$ cat src/rtl/div_iter_pkg.sv
// div_iter_pkg: shared divider state encodings, default width and ALU divide opcodes
package div_iter_pkg;
  localparam int DIV_DATA_W = 32;
  typedef enum logic [1:0] {
    DIV_IDLE   = 2'b00,
    DIV_BYZERO = 2'b01,
    DIV_CALC   = 2'b10,
    DIV_DONE   = 2'b11
  } div_state_t;
  localparam logic [7:0] ALU_DIV  = 8'b00011010;
  localparam logic [7:0] ALU_DIVU = 8'b00011011;
endpackage

$ cat src/rtl/div_step.sv
// div_step: one restoring-division iteration (i_work={rem,quo}, i_divisor magnitude -> o_work); compare uses the bit shifted out so large remainders stay exact
module div_step #(
  parameter int W = 32
) (
  input  logic [2*W-1:0] i_work,
  input  logic [W-1:0]   i_divisor,
  output logic [2*W-1:0] o_work
);
  logic [2*W:0] w_sh;
  logic         w_ge;
  logic [W-1:0] w_diff;
  assign w_sh   = {i_work, 1'b0};
  assign w_ge   = w_sh[2*W:W] >= {1'b0, i_divisor};
  assign w_diff = w_sh[2*W-1:W] - i_divisor;
  assign o_work = w_ge ? {w_diff, w_sh[W-1:1], 1'b1} : w_sh[2*W-1:0];
endmodule

$ cat src/rtl/div_iter.sv
// div_iter: iterative radix-2 divider; in clk,rst,signed_div,opdata1,opdata2,start,annul; out result={hi rem,lo quo},ready (both registered)
module div_iter
  import div_iter_pkg::*;
#(
  parameter int DATA_W = DIV_DATA_W,
  parameter int CNT_W  = 6
) (
  input  logic                clk,
  input  logic                rst,
  input  logic                signed_div,
  input  logic [DATA_W-1:0]   opdata1,
  input  logic [DATA_W-1:0]   opdata2,
  input  logic                start,
  input  logic                annul,
  output logic [2*DATA_W-1:0] result,
  output logic                ready
);
  div_state_t          r_state;
  logic [CNT_W-1:0]    r_cnt;
  logic [2*DATA_W-1:0] r_work;
  logic [DATA_W-1:0]   r_dvs;
  logic                r_sgn, r_s1, r_s2;
  logic [2*DATA_W-1:0] w_next;
  logic [DATA_W-1:0]   w_a1, w_a2, w_q, w_r;
  assign w_a1 = (signed_div & opdata1[DATA_W-1]) ? -opdata1 : opdata1;
  assign w_a2 = (signed_div & opdata2[DATA_W-1]) ? -opdata2 : opdata2;
  assign w_q  = (r_sgn & (r_s1 ^ r_s2)) ? -w_next[DATA_W-1:0] : w_next[DATA_W-1:0];
  assign w_r  = (r_sgn & r_s1) ? -w_next[2*DATA_W-1:DATA_W] : w_next[2*DATA_W-1:DATA_W];
  div_step #(.W(DATA_W)) u_step (
    .i_work    (r_work),
    .i_divisor (r_dvs),
    .o_work    (w_next)
  );
  always_ff @(posedge clk) begin
    if (rst) begin
      r_state <= DIV_IDLE;
      r_cnt   <= '0;
      r_work  <= '0;
      r_dvs   <= '0;
      r_sgn   <= 1'b0;
      r_s1    <= 1'b0;
      r_s2    <= 1'b0;
      result  <= '0;
      ready   <= 1'b0;
    end else if (annul && r_state != DIV_IDLE) begin
      r_state <= DIV_IDLE;
      result  <= '0;
      ready   <= 1'b0;
    end else begin
      case (r_state)
        DIV_IDLE: begin
          ready  <= 1'b0;
          result <= '0;
          if (start && !annul) begin
            if (opdata2 == '0) r_state <= DIV_BYZERO;
            else begin
              r_sgn   <= signed_div;
              r_s1    <= opdata1[DATA_W-1];
              r_s2    <= opdata2[DATA_W-1];
              r_work  <= {{DATA_W{1'b0}}, w_a1};
              r_dvs   <= w_a2;
              r_cnt   <= '0;
              r_state <= DIV_CALC;
            end
          end
        end
        DIV_BYZERO: begin
          result  <= '0;
          ready   <= 1'b1;
          r_state <= DIV_DONE;
        end
        DIV_CALC: begin
          r_work <= w_next;
          r_cnt  <= r_cnt + 1'b1;
          if (r_cnt == CNT_W'(DATA_W - 1)) begin
            result  <= {w_r, w_q};
            ready   <= 1'b1;
            r_state <= DIV_DONE;
          end
        end
        DIV_DONE: begin
          if (!start) begin
            ready   <= 1'b0;
            result  <= '0;
            r_state <= DIV_IDLE;
          end
        end
      endcase
    end
  end
endmodule

$ cat config.mk
export PLATFORM = sky130hd
export DESIGN_NAME = div_iter
export DESIGN_NICKNAME = d
export VERILOG_FILES = /design/src/rtl/div_iter_pkg.sv /design/src/rtl/div_step.sv /design/src/rtl/div_iter.sv
export SDC_FILE = /design/constraint.sdc
export NUM_CORES = 1
export LEC_CHECK = 0
export ABC_AREA = 0
export BUFFER_PORTS_ARGS = -buffer_cell sky130_fd_sc_hd__buf_4
export CORE_MARGIN = 2
export CORE_UTILIZATION = 50
export DETAILED_ROUTE_END_ITERATION = 10
export PLACE_DENSITY = 0.7
export REMOVE_ABC_BUFFERS = 1
export SYNTH_ARGS = -nofsm -noshare
export SYNTH_HDL_FRONTEND = slang
export SYNTH_SLANG_ARGS = --single-unit
$ cat constraint.sdc
create_clock -name clk -period 14.8 [get_ports clk]
set_clock_uncertainty 0.2 [all_clocks]
set_input_delay 0.74 -clock clk [delete_from_list [all_inputs] [get_ports clk]]
set_output_delay 0.74 -clock clk [all_outputs]
set_load 0.1 [all_outputs]
==> results by group <==
Placement
  • Gpl congestion: 0.9245
  • Placed inst area: 12990 sq um
  • Setup WS pre-CTS: 8.989 ns
  • IO buf count: 133
  • Hpwl dp: 26430 um

Timing
  • Setup ws final: 8.767 ns
  • Period minus WS final: 6.033 ns
  • Normalized max-slew margin: 31.89%
  • Hold Slack: 0.2543 ns
  • Period utilization: 40.76%
  • Setup TNS: 0 ns
  • Slew Limit Fails: 0
  • Worst Max-Slew Pin Slew: 1.022 ns
  • Endpoints failing hold: 0
  • Max frequency: 165.8 MHz
  • Final setup viols: 0
  • Unrepaired setup endpoints after global routing: no

Route
  • DRC: 0
  • First-pass iteration count of the detailed router: 7
  • Vias after detailed routing: 12000
  • Post-DR vias/cell: 5.984
  • Post-route antenna net violation count: 0
  • Detailed Route Iter0 Violations: 938
  • WL/cell: 18.10 um
  • Final wirelength: 36300 um

Logic synthesis
  • Avg Synthesized Cell Area: 7.377 sq um
  • Synthesis warning total: 0
  • Post-synthesis sequential area ratio: 28.92%
  • Synthesized instance count: 1614
  • Count of cell types in the netlist: 85
  • Post-synth ARST share: 0%
  • Post-synth EDFFs: 0
  • Synthesized area: 11910 sq um
  • Most used DFF post-synth: dfxtp_1
  • Count of state elements after synthesis: 172

Clock network
  • CTS tree: built
  • Hold_buf cts: 0
  • Htree depth: 4
  • Clk buf depth: 2
  • # resized after CTS: 0
  • Setup Buffers After CTS: 0
  • Worst-Skew Late Latency: 0.45 ns
  • Clock sink total: 172
  • Clock Tree Root: clkbuf_16
  • TritonCTS Buffers: 17
  • Clock transition at the registers of the reported paths: 0.07 ns

Layout
  • Most frequent cells in the layout: nand2_1 (214), nor2_1 (182), dfxtp_1 (172)
  • Fin area: 13600 sq um
  • Most common cell after layout, fill and taps aside: nand2_1
  • Final nets: 1785
  • Synthesis-to-finish area growth: 14.20%
  • N_diodes: 0
  • Fillers: 2244
  • Share of cells above drive strength 1: 12.92%

Power
  • Power per cell area: 144.2 nW/um^2
  • Leak Pwr: 5.305 nW
  • Worst VDD drop: 0.00007268 V
  • Total power: 1.961 mW

Global routing
  • Met1 Track Usage GR: 41.14%
  • Grt met3 use: 3.702%
  • First-pass GRT wire length: 57440 um
  • Busiest grt layer: met2
  • Met2 Track Usage GR: 46.21%
  • Total GRT Usage: 29.07%
  • Vias in the first global route: 10800
  • Total gr overflow: 0
  • Pin count of the biggest net entering global routing: 96
  • Initial antenna violation count: 0

Run
  • MaxCap Viol Count: 0

Die
  • Die Area: 25060 sq um
  • Die Y: 158.3 um
  • Initial core utilization: 50.88%
  • Rows: 56
  • Total I/O pin count: 134
  • Core Region: 23400 sq um
  • Die Wd: 158.3 um

Worst setup path
  • Critical Path Source Type: flop
  • Req. time, crit path: 14.89 ns
  • Critical path arrival: 6.12 ns
  • Kind of critical path: flop to flop
  • Setup crit end kind: flop
  • CP Max Fanout: 14

Run status
  • Status: completed

Hold path
  • Worst Hold Class: flop to flop
-- flip-flops by register name, summed over array words and instances (netlist names) --
| register | count |
|---|---|
| r_cnt | 6 |
| r_dvs | 32 |
| r_s1 | 1 |
| r_s2 | 1 |
| r_sgn | 1 |
| r_state | 2 |
| r_work | 64 |
| ready | 1 |
| result | 64 |
-- path summary, 6_finish.rpt --
path                      startpoint                       to  slack (ns)  cells past startpoint
max          r_work[42]$_SDFFE_PP0P_  result[62]$_SDFFE_PP0P_        8.77                     17
min          result[58]$_SDFFE_PP0P_  result[58]$_SDFFE_PP0P_        0.25                      2
max reg2reg  r_work[42]$_SDFFE_PP0P_  result[62]$_SDFFE_PP0P_        8.77                     17
min reg2reg  result[58]$_SDFFE_PP0P_  result[58]$_SDFFE_PP0P_        0.25                      2
-- cells by family (layout without fill, tap and decap cells) --
kind of cell,after synthesis,count (layout),synth area share (%)
xor gates and xnor gates,132,132,9.710
AOI/OAI and AO/OA,480,480,25.96
DFF,172,172,28.92
adders and majority gates,42,42,4.477
muxes,28,28,2.396
buffers and inverters,155,228,5.181
and+or+nand+nor,605,605,23.36
-- per-stage QoR --
stage,util [%],instances
after floorplan,-,1512
after global placement,55.50,1974
final,58.10,2006
after CTS,58.10,2006
after detailed placement,55.50,1974
after global routing,58.10,2006
-- worst max-delay path, stage by stage, from the launching register on --
cell       delay, ns
dfxtp_1         0.36
ha_1            0.59
nand3_1         0.23
nor4_1          0.48
a41oi_1         0.19
o21ai_1         0.33
or2_2           0.43
mux2i_1         0.38
ha_1            0.27
inv_1           0.05
nor4_1          0.59
nand3_1         0.16
nor4b_1         0.52
o211ai_1        0.23
a2111oi_2       0.43
a31oi_1         0.16
xnor2_1         0.15
o21ai_0         0.08
-- Yosys cell counts, types with 10 or more instances --
master	count	area, sq um
nand2b_1	15	93.84
nand2_1	214	803.3
o21ai_0	106	530.5
a22oi_1	44	330.3
nand3_1	25	125.1
a31oi_1	12	75.07
and2_1	12	75.07
buf_2	19	95.09
nor2_1	184	690.7
o31ai_1	12	90.09
clkbuf_1	72	270.3
xnor2_1	75	656.9
mux2i_1	24	240.2
inv_1	51	191.4
o211ai_1	20	150.1
nor3_1	43	215.2
dfxtp_1	172	3443
ha_1	41	513.0
o21ai_1	12	60.06
nor4_1	13	81.33
a21o_1	16	120.1
o41ai_1	10	87.58
xor2_1	57	499.2
or3_1	35	219.0
a21oi_1	148	740.7
a211oi_1	29	217.7
-- where the power goes --
part	switching, mW	leakage [nW]	internal (mW)
Sequential	0.0415	1.39	0.507
Clock	0.217	0.290	0.256
Combinational	0.626	3.62	0.313
-- final cells by class --
| type | count | area (sq um) | area share [%] |
|---|---|---|---|
| repair buffers | 143 | 1074 | 7.895 |
| clock inverters | 14 | 180.2 | 1.325 |
| well taps | 319 | 399.1 | 2.935 |
| clock buffers | 18 | 429.2 | 3.156 |
| flip-flops and latches | 172 | 3443 | 25.32 |
| inverters | 53 | 198.9 | 1.463 |
| multi-input cells | 1287 | 7873 | 57.90 |
-- per-layer routing --
layer	part of all wire, %	up-vias
li1	-	5865
met1	47	5682
met2	46	389
met3	4.8	67
met4	2.5	0
met5	0	-
Note: power is estimated with default switching activity, not from simulation.
